[src/rtl/status_handshake_tx_if.sv]
// rtl/status_handshake_tx_if.sv - status link bundle between monitor, transmitter and filter core
//
// Purpose: groups the status input, the four-phase data/req/ack link and the
// transmitter status flags so they travel as one port.
// Ports (signals):
//   status_in, status_valid : new status code from the monitor
//   data, req, ack          : four-phase link to the filter core
//   busy, tx_done, tx_error : transmitter progress / result pulses
//   fault, last_sent        : sticky failure flag, last delivered code
// Modports:
//   master : the transmitter side
//   slave  : the environment (monitor + filter core) side
interface status_handshake_tx_if #(
    parameter int DATA_W = 4
);
    logic [DATA_W-1:0] status_in;
    logic              status_valid;
    logic [DATA_W-1:0] data;
    logic              req;
    logic              ack;
    logic              busy;
    logic              tx_done;
    logic              tx_error;
    logic              fault;
    logic [DATA_W-1:0] last_sent;

    modport master (
        input  status_in,
        input  status_valid,
        input  ack,
        output data,
        output req,
        output busy,
        output tx_done,
        output tx_error,
        output fault,
        output last_sent
    );

    modport slave (
        output status_in,
        output status_valid,
        output ack,
        input  data,
        input  req,
        input  busy,
        input  tx_done,
        input  tx_error,
        input  fault,
        input  last_sent
    );
endinterface

[src/rtl/status_handshake_tx.sv]
// rtl/status_handshake_tx.sv - four-phase status link transmitter with change filter, timeout, retry and refresh
//
// Purpose: forwards changed water-quality status codes to the filter core over
// a data/req/ack four-phase handshake. Data is frozen while req is high, a
// missing or stuck ack aborts the attempt after ACK_TIMEOUT_CYCLES, failed
// attempts are retried after a backoff, and the last delivered code can be
// re-sent periodically.
// Ports:
//   clk   : system clock
//   reset : synchronous, active-high reset
//   bus   : status_handshake_tx_if.master (status_in/status_valid in,
//           data/req out, ack in, busy/tx_done/tx_error/fault/last_sent out)
module status_handshake_tx #(
    parameter int DATA_W             = 4,
    parameter int ACK_TIMEOUT_CYCLES = 1000,
    parameter int MAX_RETRIES        = 3,
    parameter int BACKOFF_CYCLES     = 100,
    parameter int REFRESH_CYCLES     = 0
) (
    input  logic                  clk,
    input  logic                  reset,
    status_handshake_tx_if.master bus
);

    // Limits are clamped to at least 1 so every comparison stays meaningful.
    localparam int ACK_LIM = (ACK_TIMEOUT_CYCLES > 0) ? ACK_TIMEOUT_CYCLES : 1;
    localparam int BO_LIM  = (BACKOFF_CYCLES > 0) ? BACKOFF_CYCLES : 1;
    localparam int REF_LIM = (REFRESH_CYCLES > 0) ? REFRESH_CYCLES : 1;
    localparam int TMAX_AB = (ACK_LIM > BO_LIM) ? ACK_LIM : BO_LIM;
    localparam int TMAX    = (TMAX_AB > REF_LIM) ? TMAX_AB : REF_LIM;
    localparam int TW      = $clog2(TMAX + 2);
    localparam int RW      = $clog2(MAX_RETRIES + 2);

    localparam logic [TW:0]   ACK_LIM_V = (TW+1)'(ACK_LIM);
    localparam logic [TW:0]   BO_LIM_V  = (TW+1)'(BO_LIM);
    localparam logic [TW:0]   REF_LIM_V = (TW+1)'(REF_LIM);
    localparam logic [RW-1:0] MAX_R_V   = RW'(MAX_RETRIES);

    typedef enum logic [2:0] {
        IDLE,
        WAIT_ACK_HI,
        WAIT_ACK_LO,
        BACKOFF,
        DONE
    } state_t;

    state_t            state_q, state_d;
    logic [DATA_W-1:0] data_q, data_d;
    logic              req_q, req_d;
    logic              pending_q, pending_d;
    logic [DATA_W-1:0] pend_code_q, pend_code_d;
    logic [DATA_W-1:0] last_sent_q, last_sent_d;
    logic [TW-1:0]     timer_q, timer_d;
    logic [TW-1:0]     refresh_q, refresh_d;
    logic [RW-1:0]     retry_q, retry_d;
    logic              tx_error_q, tx_error_d;
    logic              fault_q, fault_d;

    logic              new_code;
    logic              attempt_failed;
    logic [TW:0]       timer_inc;
    logic [TW:0]       refresh_inc;
    logic [TW-1:0]     timer_sat;
    logic [TW-1:0]     refresh_sat;

    // timer_inc is the number of cycles spent in the current phase including
    // this one; the saturating copies never wrap.
    assign timer_inc   = {1'b0, timer_q} + 1'b1;
    assign refresh_inc = {1'b0, refresh_q} + 1'b1;
    assign timer_sat   = (&timer_q) ? timer_q : timer_q + 1'b1;
    assign refresh_sat = (&refresh_q) ? refresh_q : refresh_q + 1'b1;

    // The change filter compares against the last delivered code, not the
    // code in flight.
    assign new_code = bus.status_valid && (bus.status_in != last_sent_q);

    always_comb begin
        state_d        = state_q;
        data_d         = data_q;
        req_d          = req_q;
        pending_d      = pending_q;
        pend_code_d    = pend_code_q;
        last_sent_d    = last_sent_q;
        timer_d        = timer_sat;
        refresh_d      = '0;
        retry_d        = retry_q;
        tx_error_d     = 1'b0;
        fault_d        = fault_q;
        attempt_failed = 1'b0;

        // Pending register: latest code wins; a repeat of last_sent cancels.
        if (bus.status_valid) begin
            if (new_code) begin
                pending_d   = 1'b1;
                pend_code_d = bus.status_in;
            end else begin
                pending_d = 1'b0;
            end
        end

        case (state_q)
            IDLE: begin
                refresh_d = refresh_sat;
                if (bus.status_valid) begin
                    if (new_code) begin
                        data_d    = bus.status_in;
                        req_d     = 1'b1;
                        timer_d   = '0;
                        pending_d = 1'b0;
                        refresh_d = '0;
                        state_d   = WAIT_ACK_HI;
                    end
                end else if (pending_q) begin
                    data_d    = pend_code_q;
                    req_d     = 1'b1;
                    timer_d   = '0;
                    pending_d = 1'b0;
                    refresh_d = '0;
                    state_d   = WAIT_ACK_HI;
                end else if ((REFRESH_CYCLES > 0) && (refresh_inc >= REF_LIM_V)) begin
                    data_d    = last_sent_q;
                    req_d     = 1'b1;
                    timer_d   = '0;
                    refresh_d = '0;
                    state_d   = WAIT_ACK_HI;
                end
            end

            WAIT_ACK_HI: begin
                // ack wins over a timeout in the same cycle.
                if (bus.ack) begin
                    req_d   = 1'b0;
                    timer_d = '0;
                    state_d = WAIT_ACK_LO;
                end else if (timer_inc >= ACK_LIM_V) begin
                    attempt_failed = 1'b1;
                end
            end

            WAIT_ACK_LO: begin
                if (!bus.ack) begin
                    last_sent_d = data_q;
                    state_d     = DONE;
                    // A pending copy of the code just delivered is now redundant.
                    if (pending_d && (pend_code_d == data_q)) begin
                        pending_d = 1'b0;
                    end
                end else if (timer_inc >= ACK_LIM_V) begin
                    attempt_failed = 1'b1;
                end
            end

            BACKOFF: begin
                // Never raise req again while the receiver still holds ack.
                if ((timer_inc >= BO_LIM_V) && !bus.ack) begin
                    req_d   = 1'b1;
                    timer_d = '0;
                    state_d = WAIT_ACK_HI;
                    if (pending_d) begin
                        data_d    = pend_code_d;
                        pending_d = 1'b0;
                    end
                end
            end

            DONE: begin
                fault_d = 1'b0;
                retry_d = '0;
                state_d = IDLE;
            end

            default: begin
                req_d   = 1'b0;
                state_d = IDLE;
            end
        endcase

        if (attempt_failed) begin
            req_d   = 1'b0;
            timer_d = '0;
            if (retry_q < MAX_R_V) begin
                retry_d = retry_q + 1'b1;
                state_d = BACKOFF;
            end else begin
                tx_error_d = 1'b1;
                fault_d    = 1'b1;
                retry_d    = '0;
                state_d    = IDLE;
            end
        end
    end

    always_ff @(posedge clk) begin
        if (reset) begin
            state_q     <= IDLE;
            data_q      <= '0;
            req_q       <= 1'b0;
            pending_q   <= 1'b0;
            pend_code_q <= '0;
            last_sent_q <= '0;
            timer_q     <= '0;
            refresh_q   <= '0;
            retry_q     <= '0;
            tx_error_q  <= 1'b0;
            fault_q     <= 1'b0;
        end else begin
            state_q     <= state_d;
            data_q      <= data_d;
            req_q       <= req_d;
            pending_q   <= pending_d;
            pend_code_q <= pend_code_d;
            last_sent_q <= last_sent_d;
            timer_q     <= timer_d;
            refresh_q   <= refresh_d;
            retry_q     <= retry_d;
            tx_error_q  <= tx_error_d;
            fault_q     <= fault_d;
        end
    end

    assign bus.data      = data_q;
    assign bus.req       = req_q;
    assign bus.busy      = (state_q != IDLE);
    assign bus.tx_done   = (state_q == DONE);
    assign bus.tx_error  = tx_error_q;
    assign bus.fault     = fault_q;
    assign bus.last_sent = last_sent_q;

endmodule
[src/flat_wrapper.sv]
// flat-port wrapper written by rule: the top's interface ports become plain ports
module status_handshake_tx_flat 
#(
    parameter int DATA_W             = 4,
    parameter int ACK_TIMEOUT_CYCLES = 1000,
    parameter int MAX_RETRIES        = 3,
    parameter int BACKOFF_CYCLES     = 100,
    parameter int REFRESH_CYCLES     = 0
)
  (clk, reset, bus_status_in, bus_status_valid, bus_ack, bus_data, bus_req, bus_busy, bus_tx_done, bus_tx_error, bus_fault, bus_last_sent);
  status_handshake_tx_if #(.DATA_W(DATA_W)) bus_i ();
  input  logic clk;
  input  logic reset;
  input wire logic [$bits(bus_i.status_in)-1:0] bus_status_in;
  input wire logic [$bits(bus_i.status_valid)-1:0] bus_status_valid;
  input wire logic [$bits(bus_i.ack)-1:0] bus_ack;
  output wire logic [$bits(bus_i.data)-1:0] bus_data;
  output wire logic [$bits(bus_i.req)-1:0] bus_req;
  output wire logic [$bits(bus_i.busy)-1:0] bus_busy;
  output wire logic [$bits(bus_i.tx_done)-1:0] bus_tx_done;
  output wire logic [$bits(bus_i.tx_error)-1:0] bus_tx_error;
  output wire logic [$bits(bus_i.fault)-1:0] bus_fault;
  output wire logic [$bits(bus_i.last_sent)-1:0] bus_last_sent;
  assign bus_i.status_in = bus_status_in;
  assign bus_i.status_valid = bus_status_valid;
  assign bus_i.ack = bus_ack;
  assign bus_data = bus_i.data;
  assign bus_req = bus_i.req;
  assign bus_busy = bus_i.busy;
  assign bus_tx_done = bus_i.tx_done;
  assign bus_tx_error = bus_i.tx_error;
  assign bus_fault = bus_i.fault;
  assign bus_last_sent = bus_i.last_sent;
  status_handshake_tx #(.DATA_W(DATA_W), .ACK_TIMEOUT_CYCLES(ACK_TIMEOUT_CYCLES), .MAX_RETRIES(MAX_RETRIES), .BACKOFF_CYCLES(BACKOFF_CYCLES), .REFRESH_CYCLES(REFRESH_CYCLES)) u_core (.clk(clk), .reset(reset), .bus(bus_i));
endmodule
[config.mk]
export PLATFORM = sky130hd
export DESIGN_NAME = status_handshake_tx_flat
export DESIGN_NICKNAME = d
export VERILOG_FILES = /design/src/rtl/status_handshake_tx_if.sv /design/src/rtl/status_handshake_tx.sv /design/src/flat_wrapper.sv
export SDC_FILE = /design/constraint.sdc
export NUM_CORES = 1
export LEC_CHECK = 0
export BUFFER_PORTS_ARGS = -buffer_cell sky130_fd_sc_hd__buf_2
export CORE_AREA = 2 2 88 48
export CTS_CLUSTER_DIAMETER = 100
export CTS_CLUSTER_SIZE = 30
export DETAILED_ROUTE_END_ITERATION = 6
export DIE_AREA = 0 0 90 50
export GPL_ROUTABILITY_DRIVEN = 0
export PLACE_DENSITY_LB_ADDON = 0.3
export SKIP_CTS_REPAIR_TIMING = 1
export SLEW_MARGIN = 25
export SYNTH_ARGS = -nofsm -noshare
export SYNTH_HDL_FRONTEND = slang
export SYNTH_SLANG_ARGS = --single-unit
[constraint.sdc]
create_clock -name clk -period 4.6 [get_ports clk]
set_input_delay 0.46 -clock clk [delete_from_list [all_inputs] [get_ports clk]]
set_output_delay 0.46 -clock clk [all_outputs]
set_load 0.005 [all_outputs]
### Word level (Yosys, flattened, before mapping)

Cells that the tools add are included.
Widths: inputs -> output; s select.

* register bits after elaboration: 32
* bits of input ports: 8
* word-level logic and storage cells: 101
* output and inout bits: 13

* reduce and logical (&&, ||, !) cells: 16
* $lt $le $gt $ge: 3
* mux-type cells: 50
* bitwise operators: 3
* $add $sub $neg: 3
* equality and inequality tests: 16

Operators by type and width (number)
* $mux 10: 6
* $mux 3: 10
* $pmux 10 s3: 1
* $mux 4: 7
* $mux 1: 20
* $reduce_and 5->1: 3
* $ne 3x2->1 const B: 4
* $pmux 3 s4: 1
* $add 10x1->11 const B: 1
* $ge 11x10->1 const B: 1
* $ge 11x7->1 const B: 1
* $add 10x1->10 const B: 1
* $reduce_and 10->1: 1
* $ne 4x2->1 const B: 2
* $pmux 4 s2: 1
* $eq 3x2->1 const B: 2
* $reduce_or 2->1: 3
* $eq 4x4->1: 1
* $ne 2x1->1 const B: 2
* $ne 4x4->1: 1
* $pmux 1 s4: 1
* $reduce_bool 2->1: 2
* $add 3x1->3 const B: 1
* $eq 3x1->1 const B: 1
* other kinds (13): 17

### Depth between registers and ports, before layout

Gate-level depths: netlist of the first run.

* word-level depth: 9
* mapped depth: 9
* gate-level depth less buffers: 7

### Worst setup path before layout of the first run

Ideal clock, no wire load.

* path kind: register to register
* from: register u_core.timer_q[0]
* to: register u_core.data_q[1], in the netlist u_core.bus.data[1]
* buffers on the path: 0
* arrival time: 1925 ps
* period minus slack after synthesis: 2048 ps
* setup slack: 2552 ps
* data required time: 4477 ps
* setup time: 123 ps
* cell stages (with the launch flop): 8
* cell sequence: dfxtp_1 > ha_1 > nand2_1 > or3_1 > a21o_1 > a31oi_4 > and3_2 > mux2_1

* longest elaborated chain between the ends: 5

Ends and longest elaborated chain
* start, declared: line status_handshake_tx.sv:53 `logic [TW-1:0] timer_q, timer_d;`
* start signal, assigned: line status_handshake_tx.sv:213 `timer_q <= timer_d;`
* $add 10x1->11: line status_handshake_tx.sv:68 `assign timer_inc = {1'b0, timer_q} + 1'b1;`
* $ge 11x7->1: line status_handshake_tx.sv:155 `if ((timer_inc >= BO_LIM_V) && !bus.ack) begin`
* $logic_and 1x1->1: line status_handshake_tx.sv:155
* $ne 2x1->1 (no line)
* $reduce_and 5->1 (no line)
* end signal, assigned: line status_handshake_tx.sv:208 `data_q <= data_d;`
* end, declared: line status_handshake_tx.sv:48 `logic [DATA_W-1:0] data_q, data_d;`

Every way passes these cells.
A chain may end at the register's enable or synchronous reset.

### Final worst setup path of the first run

* from: register u_core.timer_q[0]
* to: register u_core.timer_q[0]

* longest elaborated chain between the ends: 6
* elaborated cells on any way between the ends: 18
* those cells by class: 2 x add/sub; 2 x order compare; 11 x mux; 3 x reduce/logical

Ends and longest elaborated chain
* $add 10x1->11: line status_handshake_tx.sv:68
* $ge 11x10->1: line status_handshake_tx.sv:135, status_handshake_tx.sv:148
* $mux 1: line status_handshake_tx.sv:135, status_handshake_tx.sv:148
* $mux 1 (on tied branches): line status_handshake_tx.sv:141, status_handshake_tx.sv:131
* $pmux 1 s2: line status_handshake_tx.sv:101 `case (state_q)`
* $reduce_or 2->1 (no line)

Parallel ways exist; a longest one is shown, timed or not.

==> results of run 1 <==
## cell families (layout without fill, tap and decap cells)
group / after synthesis / after routing
compound gates: 70 / 70
xor+xnor: 13 / 13
fa+ha+maj: 3 / 3
buf+inv: 24 / 36
flops: 32 / 32
mux: 13 / 13
simple gates: 87 / 87
## worst min-delay path: stages (launching register included)
cell	delay, ns
dfxtp_1	0.31
nand2_1	0.05
a21oi_1	0.05
## layout by cell type, fill, tap and decap left out, types with 4 or more instances in the layout
master,instances
a21o_1,5
nand2_1,17
nand2b_1,4
a41oi_1,4
inv_1,7
buf_2,20
a21oi_1,14
nor2b_1,4
xnor2_1,11
nor2_1,21
clkbuf_8,5
or3_1,5
o211ai_1,4
dfxtp_1,32
nor3_1,7
a211oi_2,4
nand3b_1,4
nand3_1,4
o21a_1,4
o21ai_0,8
mux2i_1,12
## per-stage QoR
stage               utilization (%)  hold slack [ns]  setup slack, ns  instance area, µm²  instances
finish                         61.9            0.460             1.73                2300        308
global route                   61.9            0.485             1.51                2300        308
detailed placement             58.9            0.455             1.81                2190        300
floorplan                         -            0.453             2.55                2120        242
global placement               58.9            0.444             1.94                2190        300
CTS                            61.9            0.466             1.78                2300        308
## state kept, by name, summed over array words and instances, names as in the netlist, 3 cells and up
| signal | flops |
|---|---|
| u_core.bus.data | 4 |
| u_core.bus.last_sent | 4 |
| u_core.pend_code_q | 4 |
| u_core.retry_q | 3 |
| u_core.state_q | 3 |
| u_core.timer_q | 10 |
## worst paths after layout
path	depth (start not counted)	endpoint	from
max reg2reg	7	u_core.timer_q[0]$_SDFF_PP0_	u_core.timer_q[0]$_SDFF_PP0_
max	7	u_core.timer_q[0]$_SDFF_PP0_	u_core.timer_q[0]$_SDFF_PP0_
min	2	u_core.bus.fault$_SDFF_PP0_	u_core.bus.fault$_SDFF_PP0_
min reg2reg	2	u_core.bus.fault$_SDFF_PP0_	u_core.bus.fault$_SDFF_PP0_
## layer usage
metal	part of all wire, %	wire length [µm]	track usage, %
met5	0	0	0
met4	0	0	3.85
met1	56	2800	40.4
met2	35	1780	26.2
met3	9.2	464	7.19
## layout make-up
class                   count  area [µm²]  area share [%]
multi-input cells         186        1350            58.6
clock buffers               5        68.8            2.99
repair buffers             21         108            4.67
inverters                   7        26.3            1.14
clock inverters             3        42.5            1.85
flip-flops and latches     32         641            27.8
well taps                  54        67.6            2.93
## power by group through the flow
stage | Clock [µW] | Sequential (µW) | Combinational, µW
after floorplan | 0 | 347 | 278
after global placement | 0 | 385 | 300
after detailed placement | 0 | 388 | 301
after CTS | 273 | 383 | 305
after global routing | 284 | 394 | 343
final | 268 | 386 | 310
==> results.cfg, run 1 <==
[run_status]
outcome = completed

[logic_synthesis]
syn_nets = 253
synthArstFlopShare_pct = 0
synthMostInstantiatedCell = dfxtp_1
yosys_warnings = 0
synthMuxAreaShare_pct = 6.18
synthFlopType = dfxtp_1
yosys.area_share.simple_pct = 23.2
yosysUniqueCellTypes = 62
synth_edf_count = 0
synth_top_family_by_area = compound AO/OA/AOI/OAI gates
synth-xor-area-share_pct = 5.36
netlist_instances = 242
yosys.area_share.adder_pct = 1.77
synth_compound_area_share_pct = 27.1
yosysTopAreaCellShare_pct = 30.2
netlist_area_um2 = 2120
synth_top_area_cell = dfxtp_1
synth-seq-cells = 32
avgSynthCellArea_um2 = 8.78
ys_seq_area_share_pct = 30.2
synthTopCellsByArea = dfxtp_1 (30%), mux2i_1 (5.7%), xnor2_1 (4.5%)
synthTopCellsByCount = dfxtp_1 (32), nor2_1 (21), nand2_1 (17), a21oi_1 (14), mux2i_1 (12)

[clock_tree]
htree_levels = 2
clk_pin_slew_ns = 0.07
cts_sinks = 32
clockBufferDepth = 2
clk_latency_ns = 0.28
clockRootBuffer = clkbuf_8
cts_buffers = 5
tritoncts = yes

[power_and_ir_drop]
intPower_uw = 606
netSwitchingFraction_pct = 37.2
comb_power_share_pct = 32.2
vdd_drop_max_mv = 0.224
power_per_cell_area_nw_per_um2 = 418
clkPwrFrac_pct = 27.8
p_total_uw = 964
power_switching_uw = 359
seqPwrFrac_pct = 40.1
p_leak_uw = 0.000892

[setup_path]
worstPathCellList = ha_1 > nand2_1 > or3_1 > a21o_1 > a31oi_4 > and3_1 > nor3_1
cp_top_family = simple AND/OR/NAND/NOR gates
worstPathRequired_ns = 4.75
cp_slowest_cell = dfxtp_1
cp-start-kind = flop
end_kind = flop
worstSetupPathType = flop to flop
rrSetupSlack_ns = 1.73
worst_path_largest_cell_delay_ns = 0.57
cp_data_arrival_time_ns = 3.02
crit_fanout = 12
critical_path_buf_inv_count = 0

[timing]
hold_viol_final = 0
setup_tns_ns = 0
finalCritPeriodShare_pct = 62.5
slew_headroom_pct = 35.3
finClkSkew_ns = 0.00439
drv_slew = 0
setup_viol = 0
rsz0062_at_grt = false
worstMarginPinSlew_ns = 0.963
fmax_mhz = 348
min_period_ns = 2.87

[detailed_routing]
viasPerCell = 6.08
detail_route.first_pass.iterations = 4
vias = 1872
wl_per_cell_um = 16.4
drtIter0Drc = 224
wl_um = 5050
route.detailed.drc = 0
ant_nets = 0

[cells_and_area]
n_antenna_cell = 0
area_growth_pct = 8.48
fillers = 331
final_nets = 264
layout-drive-gt1-share_pct = 19.7

[floorplanning]
die_y_um = 50
num_io_pins = 21
start_util_pct = 57.1
placeableCoreArea_um2 = 3720
dieArea_um2 = 4500
fp.dieW_um = 90
rows = 16

[worst_hold_path]
hold_path.class = flop to flop

[global_route]
antenna_found_initial = 0
grt_pass1_wl_um = 8190
grt_max_degree = 24
grt_pass1_vias = 1543
gr-usage-all-layers_pct = 23.5
grt_overflow = 0

[place]
portBuffers = 20
dp_hpwl_um = 3740

[flow_run]
cap_violations = 0
No activity file was read; power rests on OpenSTA's default activity.
==> inputs of run 2 (changes only) <==
Settings changed: ABC_AREA from default to 1, CORE_AREA 2 2 88 48 to 2 2 90 49, DIE_AREA 0 0 90 50 to 0 0 92 51.
Clock period 4.6 ns to 2.36 ns, I/O delays scaled along.
==> run 2 against run 1 <==
  * Worst hold slack lost 0.28 ns
  * Critical path depth increased by 6
  * Via count shrank 0.37%
  * Final cell count grew 25%
  * Sequential share of layout area increased by 1.1 points
  * Clock power rose by 99%
  * Clock-buffer cell count is 1 higher
  * Sequential power grew 82%
==> results.cfg, run 2 <==
[global_route]
grt_max_degree = 17
grt_pass1_wl_um = 7650
grt_pass1_vias = 1555
antenna_found_initial = 0
gr-usage-all-layers_pct = 21.5
grt_overflow = 0

[cells_and_area]
top_register = u_core.timer_q
final_cells = 384
largest_register_ff_count = 10
fin_util_pct = 54.8
final_common_cell = nand2_1
layout-drive-gt1-share_pct = 13.8
area_growth_pct = 13.4
fillers = 401
final_cell_mix = nand2_1 (90), inv_1 (42), nor2_1 (41)
final_nets = 337
n_antenna_cell = 0

[floorplanning]
start_util_pct = 48.3
die_y_um = 51
rows = 17
dieArea_um2 = 4690
num_io_pins = 21
fp.dieW_um = 92
placeableCoreArea_um2 = 4040

[logic_synthesis]
yosysUniqueCellTypes = 33
avgSynthCellArea_um2 = 6.45
yosys_warnings = 0
synthTopCellsByCount = nand2_1 (90), inv_1 (42), nor2_1 (41), dfxtp_1 (32), nand3_1 (27)
netlist_instances = 303
synthMostInstantiatedCell = nand2_1
synthFlopType = dfxtp_1
synth_top_area_cell = dfxtp_1
synth-seq-cells = 32
synthTopCellsByArea = dfxtp_1 (33%), nand2_1 (17%), inv_1 (8.1%)
syn_nets = 314
synth_edf_count = 0
synthArstFlopShare_pct = 0
netlist_area_um2 = 1950
ys_seq_area_share_pct = 32.8
yosysTopAreaCellShare_pct = 32.8

[detailed_routing]
wl_um = 4600
ant_nets = 0
route.detailed.drc = 0
wl_per_cell_um = 12.0
drtIter0Drc = 161
detail_route.first_pass.iterations = 5
vias = 1865
viasPerCell = 4.86

[power_and_ir_drop]
power_per_cell_area_nw_per_um2 = 905
vdd_drop_max_mv = 0.415
p_total_uw = 2000
p_leak_uw = 0.00115

[place]
place_inst = 376
portBuffers = 20
dp_hpwl_um = 3510

[flow_run]
cap_violations = 0

[timing]
hold_viol_final = 0
finClkSkew_ns = 0.00923
rsz0062_at_grt = false
worstMarginPinSlew_ns = 0.559
setup_viol = 0
finalCritPeriodShare_pct = 86.5
drv_slew = 0
slew_headroom_pct = 62.6
setup_tns_ns = 0
hold-worst-slack_ns = 0.180
min_period_ns = 2.04
fmax_mhz = 490

[setup_path]
cp-start-kind = flop
cp_data_arrival_time_ns = 2.27
crit_fanout = 8
worstSetupPathType = flop to flop
worstPathRequired_ns = 2.58
end_kind = flop

[clock_tree]
tritoncts = yes
clockRootBuffer = clkbuf_8
htree_levels = 2
cts_sinks = 32
cts_buffers = 5
clk_latency_ns = 0.29
clk_pin_slew_ns = 0.07
clockBufferDepth = 2

[run_status]
outcome = completed

[worst_hold_path]
hold_path.class = input port to flop
==> run 2: cell types whose count changed after synthesis, sizes merged, moves of 10 or more <==
cell | previous run | this run
nand2 | 17 | 94
buf | 12 | 2
nand3 | 5 | 30
xnor2 | 11 | 1
inv | 7 | 43
nor2 | 21 | 46
mux2i | 12 | 1
==> run 2: critical path: stages (launching register included) <==
cell     delay [ns]
dfxtp_1        0.41
ha_1           0.24
nand2_1        0.12
nor2_4         0.17
nand2_1        0.07
nand2_1        0.11
nand2_1        0.07
nand3_1        0.08
o21ai_2        0.09
nand2_4        0.10
inv_2          0.06
nor2_2         0.22
nand2_4        0.13
nor2_1         0.11
==> run 2: power breakdown <==
group,leakage (µW),switching (µW),internal (µW)
Clock,0.0000552,219,313
Combinational,0.000839,488,283
Sequential,0.000261,72.4,629
==> run 2: per-layer routing <==
layer	global-route usage [%]	routed length [µm]
met5	0	0
met2	23.5	1500
met3	5.01	498
met4	7.46	65
met1	36.9	2540
==> run 2: area by class of cell <==
cell class / instances / area, µm² / area share (%)
multi-input combinational: 224 / 1130 / 51.2
sequential: 32 / 641 / 28.9
inverter: 43 / 161 / 7.29
timing repair buffer: 20 / 100 / 4.52
clock buffer: 6 / 72.6 / 3.28
tap: 57 / 71.3 / 3.22
clock inverter: 2 / 35.0 / 1.58
==> run 2: kinds of logic after synthesis <==
| kind of cell | share of synthesized area (%) |
|---|---|
| buf+inv | 9.16 |
| flops | 32.8 |
| xor+xnor | 1.79 |
| mux | 0.513 |
| compound gates | 11.4 |
| simple gates | 42.4 |
| fa+ha+maj | 1.92 |
==> run 2: stage by stage <==
step / setup slack (ns) / cell area [µm²]
final: 0.318 / 2210
after global routing: 0.107 / 2210
after CTS: 0.340 / 2210
after detailed placement: 0.388 / 2110
after global placement: 0.393 / 2110
after floorplan: 0.634 / 1950
==> run 2: worst paths after layout <==
path / start / endpoint / slack [ns] / depth (start not counted)
worst max-delay path: u_core.timer_q[1]$_SDFF_PP0_ / u_core.timer_q[3]$_SDFF_PP0_ / 0.32 / 13
worst min-delay path: bus_ack / u_core.state_q[2]$_SDFFE_PP0P_ / 0.18 / 2
worst max register to register: u_core.timer_q[1]$_SDFF_PP0_ / u_core.timer_q[3]$_SDFF_PP0_ / 0.32 / 13
worst min register to register: u_core.retry_q[2]$_SDFFE_PP0P_ / u_core.retry_q[2]$_SDFFE_PP0P_ / 0.46 / 2
